===== src/rtl/uart_rx_frame_if.sv =====
// uart_rx_frame_if: receiver-to-decoder result bundle
//   master: driven by uart_rx_frame
//   slave : seen by the command decoder
//   rx_valid   1-cycle pulse, the other fields were just updated
//   rx_byte    last received data word, LSB = first bit on the wire
//   frame_err  last frame had a stop bit sampled low
//   parity_err last frame failed the parity check
//   busy       receiver is inside a frame
interface uart_rx_frame_if #(parameter int DATA_BITS = 8);
    logic                 rx_valid;
    logic [DATA_BITS-1:0] rx_byte;
    logic                 frame_err;
    logic                 parity_err;
    logic                 busy;
    modport master(output rx_valid, rx_byte, frame_err, parity_err, busy);
    modport slave(input rx_valid, rx_byte, frame_err, parity_err, busy);
endinterface


===== src/rtl/uart_rx_frame.sv =====
// uart_rx_frame: UART receiver with false-start rejection, 3-sample majority vote,
//   framing and optional parity checking.
//   Optional feature macro: UART_RX_PARITY_EN (one parity bit after the data).
//   sys_clk    system clock, rising edge
//   sys_rst_n  asynchronous active-low reset
//   rx_data    asynchronous serial line, idles high
//   rx_if      result bundle (master): rx_valid, rx_byte, frame_err, parity_err, busy
module uart_rx_frame #(
    parameter int CLK_FRE    = 50,
    parameter int BAUD_RATE  = 115200,
    parameter int DATA_BITS  = 8,
    parameter int STOP_BITS  = 1,
    parameter int PARITY_ODD = 0
) (
    input  logic              sys_clk,
    input  logic              sys_rst_n,
    input  logic              rx_data,
    uart_rx_frame_if.master   rx_if
);
    localparam int BAUD_MAX = CLK_FRE * 1000000 / BAUD_RATE;
    localparam int MID      = BAUD_MAX / 2;
    localparam int CW       = $clog2(BAUD_MAX);

    typedef enum logic [2:0] {
        IDLE,
        START,
        DATA,
`ifdef UART_RX_PARITY_EN
        PARITY,
`endif
        STOP
    } state_t;

    state_t               state;
    logic [1:0]           sync;
    logic                 rx_d;
    logic [CW-1:0]        b_cnt;
    logic [3:0]           cnt;
    logic [1:0]           smp;
    logic [DATA_BITS-1:0] shreg;
    logic                 ferr;
`ifdef UART_RX_PARITY_EN
    logic                 par;
`endif

    logic rx_s, vote, b_dec, b_end;
    assign rx_s  = sync[1];
    assign vote  = (smp[0] & smp[1]) | (smp[0] & rx_s) | (smp[1] & rx_s);
    assign b_dec = b_cnt == CW'(MID + 1);
    assign b_end = b_cnt == CW'(BAUD_MAX - 1);
    assign rx_if.busy = state != IDLE;

    always_ff @(posedge sys_clk or negedge sys_rst_n) begin
        if (!sys_rst_n) begin
            sync             <= 2'b11;
            rx_d             <= 1'b1;
            state            <= IDLE;
            b_cnt            <= '0;
            cnt              <= '0;
            smp              <= '0;
            shreg            <= '0;
            ferr             <= 1'b0;
`ifdef UART_RX_PARITY_EN
            par              <= 1'b0;
`endif
            rx_if.rx_valid   <= 1'b0;
            rx_if.rx_byte    <= '0;
            rx_if.frame_err  <= 1'b0;
            rx_if.parity_err <= 1'b0;
        end else begin
            sync           <= {sync[0], rx_data};
            rx_d           <= rx_s;
            rx_if.rx_valid <= 1'b0;
            // held at 0 while idle, so it is cleared on entry to START
            b_cnt <= (state == IDLE || b_end) ? '0 : b_cnt + 1'b1;
            if (b_cnt == CW'(MID - 1)) smp[0] <= rx_s;
            if (b_cnt == CW'(MID)) smp[1] <= rx_s;
            case (state)
                IDLE: if (rx_d && !rx_s) begin
                    state <= START;
                    ferr  <= 1'b0;
                end
                START: if (b_dec && vote) state <= IDLE;
                else if (b_end) begin
                    state <= DATA;
                    cnt   <= '0;
                end
                DATA: begin
                    if (b_dec) shreg <= {vote, shreg[DATA_BITS-1:1]};
                    if (b_end) begin
                        cnt <= (cnt == 4'(DATA_BITS - 1)) ? '0 : cnt + 1'b1;
`ifdef UART_RX_PARITY_EN
                        if (cnt == 4'(DATA_BITS - 1)) state <= PARITY;
`else
                        if (cnt == 4'(DATA_BITS - 1)) state <= STOP;
`endif
                    end
                end
`ifdef UART_RX_PARITY_EN
                PARITY: begin
                    if (b_dec) par <= vote;
                    if (b_end) state <= STOP;
                end
`endif
                STOP: if (b_dec) begin
                    // leave on the last vote, without waiting for bit end, to catch back-to-back frames
                    if (cnt == 4'(STOP_BITS - 1)) begin
                        state            <= IDLE;
                        rx_if.rx_valid   <= 1'b1;
                        rx_if.rx_byte    <= shreg;
                        rx_if.frame_err  <= ferr | ~vote;
`ifdef UART_RX_PARITY_EN
                        rx_if.parity_err <= ((^shreg) ^ par) != 1'(PARITY_ODD);
`else
                        rx_if.parity_err <= 1'b0;
`endif
                    end else ferr <= ferr | ~vote;
                end else if (b_end) cnt <= cnt + 1'b1;
                default: state <= IDLE;
            endcase
        end
    end
endmodule

===== src/flat_wrapper.sv =====
// flat-port wrapper written by rule: the top's interface ports become plain ports
module uart_rx_frame_flat 
#(
    parameter int CLK_FRE    = 50,
    parameter int BAUD_RATE  = 115200,
    parameter int DATA_BITS  = 8,
    parameter int STOP_BITS  = 1,
    parameter int PARITY_ODD = 0
)
  (sys_clk, sys_rst_n, rx_data, rx_if_rx_valid, rx_if_rx_byte, rx_if_frame_err, rx_if_parity_err, rx_if_busy);
  uart_rx_frame_if #(.DATA_BITS(DATA_BITS)) rx_if_i ();
  input  logic sys_clk;
  input  logic sys_rst_n;
  input  logic rx_data;
  output wire logic [$bits(rx_if_i.rx_valid)-1:0] rx_if_rx_valid;
  output wire logic [$bits(rx_if_i.rx_byte)-1:0] rx_if_rx_byte;
  output wire logic [$bits(rx_if_i.frame_err)-1:0] rx_if_frame_err;
  output wire logic [$bits(rx_if_i.parity_err)-1:0] rx_if_parity_err;
  output wire logic [$bits(rx_if_i.busy)-1:0] rx_if_busy;
  assign rx_if_rx_valid = rx_if_i.rx_valid;
  assign rx_if_rx_byte = rx_if_i.rx_byte;
  assign rx_if_frame_err = rx_if_i.frame_err;
  assign rx_if_parity_err = rx_if_i.parity_err;
  assign rx_if_busy = rx_if_i.busy;
  uart_rx_frame #(.CLK_FRE(CLK_FRE), .BAUD_RATE(BAUD_RATE), .DATA_BITS(DATA_BITS), .STOP_BITS(STOP_BITS), .PARITY_ODD(PARITY_ODD)) u_core (.sys_clk(sys_clk), .sys_rst_n(sys_rst_n), .rx_data(rx_data), .rx_if(rx_if_i));
endmodule

===== config.mk =====
export PLATFORM = sky130hd
export DESIGN_NAME = uart_rx_frame_flat
export DESIGN_NICKNAME = d
export VERILOG_FILES = /design/src/rtl/uart_rx_frame_if.sv /design/src/rtl/uart_rx_frame.sv /design/src/flat_wrapper.sv
export SDC_FILE = /design/constraint.sdc
export NUM_CORES = 1
export LEC_CHECK = 0
export CORE_MARGIN = 10
export CORE_UTILIZATION = 60
export DETAILED_ROUTE_END_ITERATION = 7
export GPL_TIMING_DRIVEN = 0
export PLACE_DENSITY_LB_ADDON = 0.2
export SYNTH_ARGS = -nofsm -noshare
export SYNTH_HDL_FRONTEND = slang
export SYNTH_SLANG_ARGS = --single-unit

===== constraint.sdc =====
create_clock -name sys_clk -period 7.08 [get_ports sys_clk]
set_clock_uncertainty 0.1 [all_clocks]
set_input_delay 1.416 -clock sys_clk [delete_from_list [all_inputs] [get_ports sys_clk]]
set_output_delay 1.416 -clock sys_clk [all_outputs]
set_load 0.02 [all_outputs]

==> results_dict.tcl <==
set metrics [dict create \
    grt_start_max_net_pins 40 \
    first_iter_violations 108 \
    fin_crit_sh_pct 49.2 \
    grt_antenna_before_repair 0 \
    n_antenna_cell 0 \
    cts-resized-gates 0 \
    dp.final_hpwl_mm 2.35 \
    numPortBuffers 13 \
    dr.pass1.iters 4 \
    final_area_um2 2050 \
    synth_nets 164 \
    final_antenna_net_count 0 \
    tns_ps 0 \
    drive_gt1_share_pct 22.7 \
    die_y_um 75.1 \
    grt_pass1_vias 1231 \
    status "finished, final reports clean" \
    gp_congestion 0.804 \
    drc 0 \
    routed_wl_mm 3.24 \
    cts_hold_buf 0 \
    track_usage_pct 12.5 \
    p_leak_nw 0.927 \
    ir_drop_mv 0.206 \
    synthToLayoutAreaGrowth_pct 12.1 \
    place_area_um2 1990 \
    root_buffer "clkbuf_4" \
    clock-sinks 39 \
    slew_headroom_pct 44.3 \
    setup_viol 0 \
    synth_area_leaders "dfrtp_1 49%, mux2_2 12%, dfstp_2 4.3%" \
    die_w_um 75.1 \
    rr_startpoint "u_core.b_cnt[0]$_DFF_PN0_" \
    maxSlewViolCount 0 \
    rsz0062_at_grt "false" \
    ys_warn_count 0 \
    rr_worst_depth 7 \
    ys.flop_type "dfrtp_1" \
    whs_path_depth 0 \
    setup.worst_path.class "flip-flop to primary output" \
    yosys.area.top_type "dfrtp_1" \
    reg2reg_to "u_core.rx_if.rx_byte[6]$_DFFE_PN0P_" \
    synth.top_cell.area_share_pct 49.4 \
    synth.cell_area_um2 1820 \
    post_drt_via_cell_ratio 5.88 \
    ys_top_cells_by_count "36 x dfrtp_1, 20 x mux2_2, 16 x nor2_1" \
    clock_path_buffers 2 \
    synthCells 155 \
    nets 184 \
    tightest_slew_ps 836 \
    fmax_ghz 0.287 \
    synthDistinctLibCells 40 \
    report.final.hold_viol_count 0 \
    p_per_area_nw_per_um2 213 \
    worst_setup_path_start_kind "flip-flop" \
    endpoint_kind "primary output" \
    period_minus_slack_ps 3480 \
    min_path_type "flip-flop to flip-flop" \
    core_area_um2 2830 \
    maxCapViolations 0 \
    row_count 19 \
    dieArea_um2 5650 \
    cts_max_level 2 \
    syn_avg_cell_area_um2 11.8 \
    cts_tree "done" \
    cp-startpoint "u_core.state[0]$_DFFE_PN0P_" \
    synth_edf_count 0 \
    critPathCapture "rx_if_busy" \
    ys_ff_latch 39 \
    async_reset_ff_share_pct 100 \
    worstSkewPairLatency_ps 350 \
    worstPathRequired_ps 5560 \
    yosysMostFrequentCell "dfrtp_1" \
    clk_pin_slew_ps 120 \
    critPathMaxFanout 10 \
    grt_pass1_wl_mm 5.46 \
    post_cts_buffers 0 \
    gr-total-overflow 0 \
    yosysSeqAreaShare_pct 53.7 \
    vias 1218 \
    numCtsBuffers 5 \
    io_pins 15 \
    r2r_setup_slack_ps 4610 \
    start_util_pct 64.5 \
    crit_arrival_ps 1970 \
    wire_per_inst_um 15.7 \
]
## cell type report
cell class,instances,area [µm²]
sequential,39,980
multi-input combinational,103,785
clock buffer,5,37.5
buffer,4,26.3
clock inverter,3,20.0
inverter,9,33.8
timing repair buffer,13,125
fill,200,783
tap,31,38.8
## worst min-delay path by stage
stage | start | slack (ps) | to
2_1_floorplan | u_core.sync[0]$_DFF_PN1_ | 250 | u_core.sync[1]$_DFF_PN1_
3_3_place_gp | u_core.sync[0]$_DFF_PN1_ | 250 | u_core.sync[1]$_DFF_PN1_
6_report | u_core.sync[0]$_DFF_PN1_ | 260 | u_core.sync[1]$_DFF_PN1_
5_1_grt | u_core.sync[0]$_DFF_PN1_ | 270 | u_core.sync[1]$_DFF_PN1_
4_1_cts | u_core.sync[0]$_DFF_PN1_ | 270 | u_core.sync[1]$_DFF_PN1_
3_5_place_dp | u_core.sync[0]$_DFF_PN1_ | 250 | u_core.sync[1]$_DFF_PN1_
## cell usage in the layout (no fill, tap or decap), drive strengths merged, types with 2 or more instances in the layout
master and instances:
or2 2, nor2 16, xnor2 6, clkdlybuf4s50 12, o2bb2ai 2, buf 3
clkinvlp 2, dfstp 3, dfrtp 36, nand3 6, mux2 20, nand4b 2
a31oi 3, inv 9, clkbuf 7, nor4 2, a22o 2, or3b 2
o21ai 3, ha 6, nand2 6, a21oi 3, nor3 5
## registers in the layout (all words and copies together), names as in the netlist
name,cells
u_core.cnt,4
u_core.shreg,8
u_core.smp,2
u_core.rx_d,1
u_core.rx_if.rx_byte,8
u_core.ferr,1
u_core.b_cnt,9
u_core.rx_if.rx_valid,1
u_core.state,2
u_core.sync,2
u_core.rx_if.frame_err,1
## report_power, final
group | switching [mW] | total [mW] | internal, mW
registers | 0.0224 | 0.261 | 0.239
clock network | 0.0754 | 0.113 | 0.0379
logic | 0.0340 | 0.0611 | 0.0271
total | 0.132 | 0.435 | 0.304
## cell families (layout without fill, tap and decap cells)
logic type	count (synthesis)	in the layout	synth area share, %
and+or+nand+nor	51	51	16.3
DFF	39	39	53.7
muxes	20	20	12.3
AOI/OAI and AO/OA	18	18	6.72
buffers and inverters	13	34	3.29
xor gates and xnor gates	7	7	3.36
adders and majority gates	6	6	4.12
other	1	1	0.206
## metrics by stage
step                power, mW  hold WS [ps]  cells  util (%)  setup WS, ps
floorplan               0.305           245    155         -          4630
global placement        0.320           246    199      70.5          3690
detailed placement      0.327           247    199      70.3          4000
CTS                     0.439           265    207      72.3          3590
global route            0.460           273    207      72.3          3500
finish                  0.435           263    207      72.3          3600
## per-layer routing
layer,global-route usage (%),up-vias,wire length [µm]
met1,14.0,601,1370
met3,5.26,6,218
met2,21.1,33,1620
met4,4.12,0,38
met5,0,-,0
li1,-,578,-
## critical path, cell delays in order, from the launching register on
cell and delay [ps]:
dfrtp_1 420, clkbuf_1 350, or2_2 230, clkdlybuf4s50_1 610
(Power assumes the default switching activity.)
